## src/rtl/uart_pkg.sv

```systemverilog
// Shared types and constants for the UART receive engine.
// Optional build macro: UART_RX_OVERRUN_EN (see uart_receive_engine.sv).
package uart_pkg;

  // Width of the bit-time count k (clk cycles per bit).
  localparam int K_W = 19;

  // Shift register width: largest number of post-start bits captured.
  localparam int SR_W = 10;

  // Post-start bit counts: 7 data + stop (min) up to 8 data + parity + stop (max).
  localparam int FRAME_MIN = 8;
  localparam int FRAME_MAX = 10;

  typedef enum logic [1:0] {
    IDLE  = 2'd0,
    START = 2'd1,
    DATA  = 2'd2,
    DONE  = 2'd3
  } rx_state_e;

endpackage

```

## src/rtl/uart_rx_bit_timer.sv

```systemverilog
// Bit timer: counts clk cycles and flags btu when the count hits target.
// The counter restarts on btu or while clr is held, so one bit period is
// target+1 cycles and target=0 yields btu on every cycle.
module uart_rx_bit_timer
  import uart_pkg::*;
(
  input  logic           clk,
  input  logic           rst,
  input  logic           clr,
  input  logic [K_W-1:0] target,
  output logic           btu
);

  logic [K_W-1:0] count;

  assign btu = (count == target);

  // Free-running cycle counter, restarted by clr or on reaching target.
  always_ff @(posedge clk or posedge rst) begin
    if (rst) begin
      count <= '0;
    end else if (clr || btu) begin
      count <= '0;
    end else begin
      count <= count + 1'b1;
    end
  end

endmodule

```

## src/rtl/uart_receive_engine.sv

```systemverilog
// UART receive engine: synchronises rx, finds the start bit, samples each
// bit at mid-bit, checks parity and stop, and presents a sticky result.
// Optional build macro: UART_RX_OVERRUN_EN enables the overrun flag (ovf);
// without it ovf is tied low and a new frame silently overwrites rx_data.
//
// Read handshake: rxrdy rises when a frame has been loaded into rx_data and
// stays high until a one-cycle rd_clr pulse; rd_clr also clears perr, ferr
// and ovf. If rd_clr coincides with the cycle a new frame is loaded, the
// new frame wins: rxrdy stays high and the flags describe the new frame.
// The FSM state is exposed on the state output for observation.
module uart_receive_engine
  import uart_pkg::*;
(
  input  logic           clk,
  input  logic           rst,
  input  logic           rx,
  input  logic           eight,
  input  logic           pen,
  input  logic           ohel,
  input  logic [K_W-1:0] k,
  input  logic           rd_clr,
  output logic [7:0]     rx_data,
  output logic           rxrdy,
  output logic           perr,
  output logic           ferr,
  output logic           ovf,
  output rx_state_e      state
);

  logic            rx_meta;
  logic            rxs;
  logic            btu;
  logic [K_W-1:0]  target;
  logic [3:0]      bit_cnt;
  logic [3:0]      nbits;
  logic [3:0]      shamt;
  logic [SR_W-1:0] sr;
  logic [SR_W-1:0] frame;
  logic [7:0]      d;
  logic            pbit;
  logic            stop;
  logic            parity_bad;

  // Two-flop synchroniser; idles high so reset never looks like a start bit.
  always_ff @(posedge clk or posedge rst) begin
    if (rst) begin
      rx_meta <= 1'b1;
      rxs     <= 1'b1;
    end else begin
      rx_meta <= rx;
      rxs     <= rx_meta;
    end
  end

  // Half a bit to reach the middle of the start bit, then whole bits.
  assign target = (state == START) ? (k >> 1) : k;

  uart_rx_bit_timer u_bit_timer (
    .clk    (clk),
    .rst    (rst),
    .clr    (state == IDLE),
    .target (target),
    .btu    (btu)
  );

  // Post-start bits: data bits, optional parity, stop.
  assign nbits = 4'(FRAME_MIN) + {3'b000, eight} + {3'b000, pen};

  // Bits enter at the top of sr, so a short frame sits high; right-justify it.
  assign shamt      = 4'(SR_W) - nbits;
  assign frame      = sr >> shamt;
  assign d          = eight ? frame[7:0] : {1'b0, frame[6:0]};
  assign pbit       = eight ? frame[8] : frame[7];
  assign stop       = frame[nbits - 4'd1];
  assign parity_bad = pen & (pbit != (ohel ? ~^d : ^d));

  // Receive FSM plus the result registers it loads at the end of a frame.
  always_ff @(posedge clk or posedge rst) begin
    if (rst) begin
      state   <= IDLE;
      bit_cnt <= '0;
      sr      <= '0;
      rx_data <= '0;
      rxrdy   <= 1'b0;
      perr    <= 1'b0;
      ferr    <= 1'b0;
    end else begin
      case (state)
        IDLE: begin
          if (!rxs) begin
            state   <= START;
            bit_cnt <= '0;
          end
        end
        START: begin
          // A line that is high again at mid start bit was a glitch.
          if (btu) state <= rxs ? IDLE : DATA;
        end
        DATA: begin
          if (btu) begin
            sr      <= {rxs, sr[SR_W-1:1]};
            bit_cnt <= bit_cnt + 4'd1;
            if (bit_cnt + 4'd1 == nbits) state <= DONE;
          end
        end
        DONE: begin
          state <= IDLE;
        end
        default: state <= IDLE;
      endcase

      if (state == DONE) begin
        rx_data <= d;
        rxrdy   <= 1'b1;
        perr    <= parity_bad;
        ferr    <= ~stop;
      end else if (rd_clr) begin
        rxrdy <= 1'b0;
        perr  <= 1'b0;
        ferr  <= 1'b0;
      end
    end
  end

`ifdef UART_RX_OVERRUN_EN
  // Overrun: a frame landed while the previous one was still unread.
  always_ff @(posedge clk or posedge rst) begin
    if (rst) begin
      ovf <= 1'b0;
    end else if (rd_clr) begin
      ovf <= 1'b0;
    end else if (state == DONE && rxrdy) begin
      ovf <= 1'b1;
    end
  end
`else
  assign ovf = 1'b0;
`endif

endmodule
```

## config.mk

```make
export PLATFORM = sky130hd
export DESIGN_NAME = uart_receive_engine
export DESIGN_NICKNAME = d
export VERILOG_FILES = /design/src/rtl/uart_pkg.sv /design/src/rtl/uart_rx_bit_timer.sv /design/src/rtl/uart_receive_engine.sv
export SDC_FILE = /design/constraint.sdc
export NUM_CORES = 1
export LEC_CHECK = 0
export ABC_AREA = 1
export BUFFER_PORTS_ARGS = -buffer_cell sky130_fd_sc_hd__buf_2
export CAP_MARGIN = 10
export CORE_ASPECT_RATIO = 1.75
export CORE_MARGIN = 10
export CORE_UTILIZATION = 49
export DETAILED_ROUTE_END_ITERATION = 10
export PLACE_DENSITY_LB_ADDON = 0.3
export SYNTH_ARGS = -nofsm -noshare
export SYNTH_HDL_FRONTEND = slang
export SYNTH_SLANG_ARGS = --single-unit
```

## constraint.sdc

```tcl
create_clock -name clk -period 2.8 [get_ports clk]
set_clock_uncertainty 0.2 [all_clocks]
set_input_delay 0 -clock clk [delete_from_list [all_inputs] [get_ports clk]]
set_output_delay 0 -clock clk [all_outputs]
set_load 0.05 [all_outputs]
```

Word-level counts from Yosys, hierarchy flattened --
Index checks and enable logic that the tools add are counted.
Storage, ports and cells: register bits 48, output and inout bits 14, word-level logic and storage cells 59
Operators by class: $add $sub $neg 6, order comparisons 1, equal/unequal tests 10, shift operators 1, mux-type cells 20, bitwise gates (word level) 2, reduce and logical (&&, ||, !) cells 9
Operators with widths (number):
- $mux 19 | 2
- $add 19x1->19 const B | 1
- $eq 19x19->1 | 1
- $mux 2 | 5
- $shr 10x4->10 | 1
- $mux 4 | 2
- $mux 8 | 1
- $pmux 2 s4 | 1
- $pmux 4 s2 | 1
- $reduce_xnor 8->1 | 1
- $reduce_xor 8->1 | 1
- $mux 1 | 7
- $lt 4x5->1 const B | 1
- $add 4x1->4 | 1
- $add 4x1->4 const A | 1
- $add 4x1->4 const B | 1
- $bmux 1 s4 | 1
- $eq 2x2->1 const B | 2
- $eq 4x4->1 | 1
- $ne 2x1->1 const B | 2
- $ne 2x2->1 const B | 2
- $reduce_and 4->1 | 1
- $reduce_bool 2->1 | 2
- $sub 4x1->4 const B | 1
- other kinds (9) | 9

Logic depth before layout (Yosys ltp) --
Gate-level depths: netlist of run 1.
depth after elaboration 10, mapped depth 18

By module --
From an unflattened synthesis of run 1, not the netlist that was laid out.
Unflattened totals: cell total of the unflattened synthesis 479, area total of the unflattened synthesis 3318.2 µm²
By module, submodules not included:
- uart_receive_engine | instances 1, cells each 283, area an instance 1969.4 µm², sequential area each 728.2 µm²
- uart_rx_bit_timer | instances 1, cells each 196, area an instance 1348.8 µm², sequential area each 475.5 µm²

Worst setup path after synthesis of run 1 --
No wires, ideal clock.
kind flip-flop to flip-flop, from register (tool-made name), to register bit_cnt[0], setup time 118 ps, arrival 2032 ps, setup slack 450 ps, cell stages (with the launch flop) 14, cell sequence dfrtp_1 > inv_2 > nand2_2 > buf_6 > buf_8 > nand2_2 > o21ai_2 > xor2_1 > nand2_1 > nor2_4 > nand4_4 > buf_2 > nand3_1 > nand2_1
RTL lines:
- end signal: assignment | RTL line uart_receive_engine.sv:102 | bit_cnt <= bit_cnt + 4'd1;
- end: declaration | RTL line uart_receive_engine.sv:34 | logic [3:0] bit_cnt;

==> results of run 1 <==
==> final cells by class <==
cell class | instances | area, µm² | share of cell area (%)
Clock buffer | 6 | 139 | 3.77
Clock inverter | 2 | 10.0 | 0.271
Inverter | 56 | 210 | 5.70
Multi-Input combinational cell | 360 | 1760 | 47.7
Sequential cell | 48 | 1200 | 32.6
Tap cell | 82 | 103 | 2.78
Timing Repair Buffer | 46 | 263 | 7.13
==> metal layers <==
metal	routed length (µm)	global-route usage (%)	vias to the layer above
met5	0	0	-
met3	439	3.93	15
met1	2790	15.1	1389
li1	-	-	1596
met2	4300	29.7	63
met4	228	7.44	0
==> kinds of logic after synthesis <==
| group | after synthesis | synth area share, % |
|---|---|---|
| XOR/XNOR | 16 | 4.29 |
| other | 1 | 0.115 |
| AO/OA/AOI/OAI | 35 | 6.24 |
| buffers and inverters | 70 | 9.31 |
| flip-flops | 48 | 36.8 |
| adder cells (fa/ha/maj) | 5 | 1.91 |
| AND/OR/NAND/NOR | 303 | 41.3 |
==> state kept, by name, summed over array words and instances, names as in the netlist, 4 cells and up, named ones only <==
name and flops:
bit_cnt 4, u_bit_timer.count 19, sr 10, rx_data 8
==> power groups by stage <==
stage | registers (mW) | logic, mW | clock network, mW
finish | 0.709 | 0.176 | 0.604
detailed placement | 0.722 | 0.171 | 0
global placement | 0.722 | 0.169 | 0
CTS | 0.709 | 0.177 | 0.621
global route | 0.710 | 0.203 | 0.653
floorplan | 0.720 | 0.123 | 0
==> critical path, stage by stage (launching register included) <==
cell,delay [ps]
dfrtp_1,440
inv_2,60
nand2_2,400
nand2_1,140
nand3_1,110
o21ai_0,90
nor2_1,150
nand2_1,110
nor2_4,150
nand3_4,130
inv_2,190
nand3_1,110
nand2_1,80
==> worst min-delay path by stage <==
stage	cells past startpoint	slack (ps)	startpoint	to
after floorplan	0	-200	rx	rx_meta
after global placement	1	-90	rx	rx_meta
after detailed placement	1	-90	rx	rx_meta
after CTS	8	70	ohel	perr
after global routing	8	160	ohel	perr
final	8	80	ohel	perr
==> placed cells by master, fill, tap and decap left out, types with 5 or more instances in the layout <==
master,instances
a21oi_1,6
buf_2,38
clkbuf_16,5
dfrtp_1,46
dlygate4sd3_1,5
ha_1,5
inv_1,51
nand2_1,174
nand3_1,60
nand4_1,7
nor2_1,35
nor3_1,9
o21ai_0,14
o21ai_1,7
xnor2_1,5
xor2_1,11
==> out/results.txt, run 1 <==
status: finished, final reports clean
die area: 0.0105 mm²
Clock Sinks: 48
Synth Cell Area: 0.00327 mm²
row count: 39
Hold Worst Slack: 81.7 ps
antenna viol nets, final: 0
most area-hungry cell type in the Yosys netlist: dfrtp_1
final core occ: 56.8%
pwr dens: 404 mW/mm²
CTS buffer count: 5
post-synthesis sequential area ratio: 36.8%
crit start category: flop
Period Utilization, post-route: 86.8%
Core ar.: 0.00649 mm²
Die Height: 128 µm
port bufs: 38
Overflow after GRT: 0
Sw Pwr: 373 µW
largest driver fanout on the critical path: 29
Setup CP Type: flop to flop
largest cells by area after synthesis: dfrtp_1, nand2_1, nand3_1, inv_1, nor2_1
Cell Count, Final, Fillers Out: 600
post-synth top area share: 35.2%
synthesized net count: 509
Pint: 1.12 mW
starting density of the core: 50.3%
Top Ports: 40
Die W: 81.7 µm
Area Overhead vs Synth: 12.9%
Worst EP arrival: 2460 ps
clock network power share: 40.6%
R2R depth: 12
Reg power frac: 47.6%
Clock Latency Late Sink: 290 ps
library cells used by synthesis: 39
CTS tree: done
DR DRC count: 0
Area after DPL: 0.00349 mm²
clock root cell: clkbuf_16
post-CTS setup buffer count: 0
worst setup path endpoint: sr[4]
DR vias: 3063
setup_tns: 0 ps
Synth Area per Inst: 6.83 µm²
CP required: 2830 ps
gpl congestion: 0.898
Max Root-Sink Buffers: 2
Logic pwr share: 11.8%
Reg clk slew, reported paths: 60 ps
DRT Pass-1 Iters: 4
flop-to-flop setup slack: 370 ps
Finished Cell Area: 0.00369 mm²
hold_buf cts: 5
DP HPWL: 6.12 mm
Leak: 1.99 nW
total routed wirelength: 7.76 mm
Crit Reg-Reg Endpoint: sr[4]
share of cells above drive strength 1: 13.3%
peak supply drop: 0.000335 V
Max Clk Rate: 412 MHz
# nets final: 548
initial antenna violation count: 0
switching share of power: 25.0%
CP endpoint kind: flop
Power, Total: 1.49 mW
Post-synth ARST share: 100%
htree depth: 2
Hold Crit Class: input pin to flop
Filler cells: 639
Hold Vio Cnt, Final: 0
most common cell in the netlist: nand2_1
Primary FF master, synth: dfrtp_1
Post-synth top cells: nand2_1, nand3_1, inv_1
all-layer global routing usage: 15.8%
Worst Tran Pin Value: 1010 ps
post-route worst setup slack: 370 ps
number of synthesized flops with an enable pin: 0
post-synthesis cell count: 478
placed cells: 587
pin count of the biggest net entering global routing: 49
number of max-cap violations: 0
Synth Register Bits: 48
initial drt markers: 154
vias in the first global route: 3036
post-CTS sizing: 0
first-pass GRT wire length: 13.2 mm
post-placement setup slack: 361 ps
RSZ-0062 raised after global routing: false
Final setup viols: 0
headroom to the max-slew limit: 32.6%
Via-to-Cell Ratio: 5.11
Routed wire per std cell: 12.9 µm
Slew Viols, Final: 0
fin crit period: 2430 ps
ant diodes: 0
Yosys Warn Count: 0
Power figures use the tool's default switching activity.
==> run 2: changes to the inputs <==
--- a/config.mk
+++ b/config.mk
@@ -13,6 +13,7 @@
 export CORE_UTILIZATION = 49
 export DETAILED_ROUTE_END_ITERATION = 10
 export PLACE_DENSITY_LB_ADDON = 0.3
+export SKIP_LAST_GASP = 1
 export SYNTH_ARGS = -nofsm -noshare
 export SYNTH_HDL_FRONTEND = slang
 export SYNTH_SLANG_ARGS = --single-unit
==> constraint.sdc (replaced) <==
create_clock -name clk -period 2.8 [get_ports clk]
set_clock_uncertainty 0.2 [all_clocks]
set_input_delay 0.56 -clock clk [delete_from_list [all_inputs] [get_ports clk]]
set_output_delay 0.56 -clock clk [all_outputs]
set_load 0.05 [all_outputs]
==> run 2 against run 1 <==
Against the previous run: sequential power hardly changed; combinational power shrank 3%; clock power grew 20%; critical path type unchanged.
==> out/results.txt, run 2 (synthesized netlist as in run 1, its figures left out) <==
Clock Latency Late Sink: 290 ps (about the same)
pin count of the biggest net entering global routing: 49 (unchanged)
Slew Viols, Final: 0 (unchanged)
most frequent cells in the layout: nand2_1, nand3_1, inv_1
clock root cell: clkbuf_16
Hold Vio Cnt, Final: 0 (unchanged)
Hold Crit Class: flop to flop
fin crit period: 2480 ps (+53.0 ps)
Worst EP arrival: 2510 ps (+50 ps)
CP delay by family, top: simple AND/OR/NAND/NOR gates
# nets final: 544 (-0.73%)
post-CTS setup buffer count: 0 (unchanged)
Reg power frac: 44.2% (-3.4 points)
met3 routed wirelength: 380 µm (-13%)
peak supply drop: 0.000349 V (+4.1%)
antenna viol nets, final: 0 (unchanged)
share of cells above drive strength 1: 13.6% (+0.30 points)
pwr dens: 437 mW/mm² (+8.1%)
number of flip-flops under the largest register name: 19 (unchanged)
CP peak stage delay: 480 ps (+40 ps)
Worst path slowest cell: dfrtp_1
Max Clk Rate: 403 MHz (-2.1%)
critical-path cell list: inv_2 > nand2_2 > nand2_1 > nand3b_1 > nand2_1 > nor2_1 > nand2_1 > nor2_4 > nand3_4 > inv_2 > nand3_1 > nand2_1
Overflow after GRT: 0 (unchanged)
Logic pwr share: 10.6% (-1.2 points)
gpl congestion: 0.914 (+1.8%)
Core ar.: 0.00649 mm² (unchanged)
CP required: 2830 ps (about the same)
Sw Pwr: 374 µW (+0.37%)
DP HPWL: 6.20 mm (+1.3%)
met2 WL: 4.41 mm (+2.6%)
hold_buf cts: 0 (-5)
Final setup viols: 0 (unchanged)
metal1 wirelength: 2.81 mm (+0.97%)
RSZ-0062 raised after global routing: false
status: finished, final reports clean
CP endpoint kind: flop
post-CTS sizing: 0 (unchanged)
setup_tns: 0 ps (unchanged)
total routed wirelength: 7.80 mm (+0.55%)
row count: 39 (unchanged)
die area: 0.0105 mm² (unchanged)
Routed wire per std cell: 13.1 µm (+1.2%)
ant diodes: 0 (unchanged)
all-layer global routing usage: 15.9% (+0.064 points)
first-pass GRT wire length: 13.4 mm (+1.2%)
starting density of the core: 50.3% (unchanged)
crit start category: flop
Area after DPL: 0.00350 mm² (+0.22%)
headroom to the max-slew limit: 57.5% (+25 points)
Clock Sinks: 48 (unchanged)
Max Root-Sink Buffers: 2 (unchanged)
Period Utilization, post-route: 88.7% (+1.9 points)
Via-to-Cell Ratio: 5.17 (+1.2%)
clock network power share: 45.2% (+4.6 points)
CTS tree: done
commonest non-fill, non-tap cell in the layout: nand2_1
CP most frequent cell: nand2_1
Finished Cell Area: 0.00368 mm² (-0.24%)
DR vias: 3080 (+0.56%)
Die W: 81.7 µm (unchanged)
Setup CP Type: flop to flop
vias in the first global route: 2957 (-2.6%)
Cell Count, Final, Fillers Out: 596 (-0.67%)
Power, Total: 1.61 mW (+7.8%)
Hold Worst Slack: 150 ps (+67.8 ps)
Leak: 1.98 nW (-0.15%)
initial antenna violation count: 0 (unchanged)
DRT Pass-1 Iters: 4 (unchanged)
htree depth: 2 (unchanged)
switching share of power: 23.3% (-1.7 points)
Die Height: 128 µm (unchanged)
Area Overhead vs Synth: 12.6%
port bufs: 38 (unchanged)
largest driver fanout on the critical path: 29 (unchanged)
Reg with most FFs: u_bit_timer.count
Worst Tran Pin Value: 636 ps (-374 ps)
placed cells: 588 (+0.17%)
DR DRC count: 0 (unchanged)
Top Ports: 40 (unchanged)
initial drt markers: 166 (+7.8%)
Buf/Inv on CP: 2 (unchanged)
CTS buffer count: 5 (unchanged)
max layer used: met4
largest registers: u_bit_timer.count (19), sr (10), rx_data (8)
Pint: 1.23 mW (+10%)
Reg clk slew, reported paths: 60 ps (about the same)
number of max-cap violations: 0 (unchanged)
[run 2: changes by cell type in the layout (fill, tap and decap cells not counted), sizes merged]
cell         previous run  this run
bufinv                  0         1
clkinv                  3         1
clkbuf                  6         7
buf                    41        42
dlygate4sd3             5         0
[run 2: area by class of cell]
cell class	count	area, µm²
inverters	56	210
fillers	645	2810
clock inverters	1	30.0
repair buffers	42	220
flip-flops and latches	48	1200
well taps	82	103
multi-input cells	360	1760
clock buffers	7	153
[run 2: path summary, 6_finish.rpt]
check	slack, ps	cells past startpoint	to	from
worst max-delay path	320	12	bit_cnt[1]	flop
worst min-delay path	150	0	rxs	rx_meta
worst max register to register	320	12	bit_cnt[1]	flop
worst min register to register	150	0	rxs	rx_meta
max in group asynchronous	1750	3	u_bit_timer.count[13]	rst
min in group asynchronous	220	3	bit_cnt[2]	rst
[run 2: power groups by stage]
| stage | sequential (mW) | combinational [mW] | clock (mW) |
|---|---|---|---|
| detailed placement | 0.722 | 0.172 | 0 |
| global route | 0.710 | 0.199 | 0.777 |
| CTS | 0.709 | 0.173 | 0.748 |
| global placement | 0.722 | 0.169 | 0 |
| floorplan | 0.720 | 0.123 | 0 |
| finish | 0.710 | 0.171 | 0.725 |
[run 2: per-stage QoR]
stage | setup WS [ps] | util, %
6_report | 317 | 56.7
5_1_grt | 61.8 | 56.7
4_1_cts | 305 | 56.7
3_5_place_dp | 94.3 | 53.9
2_1_floorplan | 418 | -
3_3_place_gp | 157 | 53.9
[run 2: layer usage]
layer / GRT usage, % / up-vias
met5: 0 / -
met2: 30.3 / 64
met4: 5.73 / 0
met1: 15.9 / 1412
li1: - / 1591
met3: 3.23 / 13
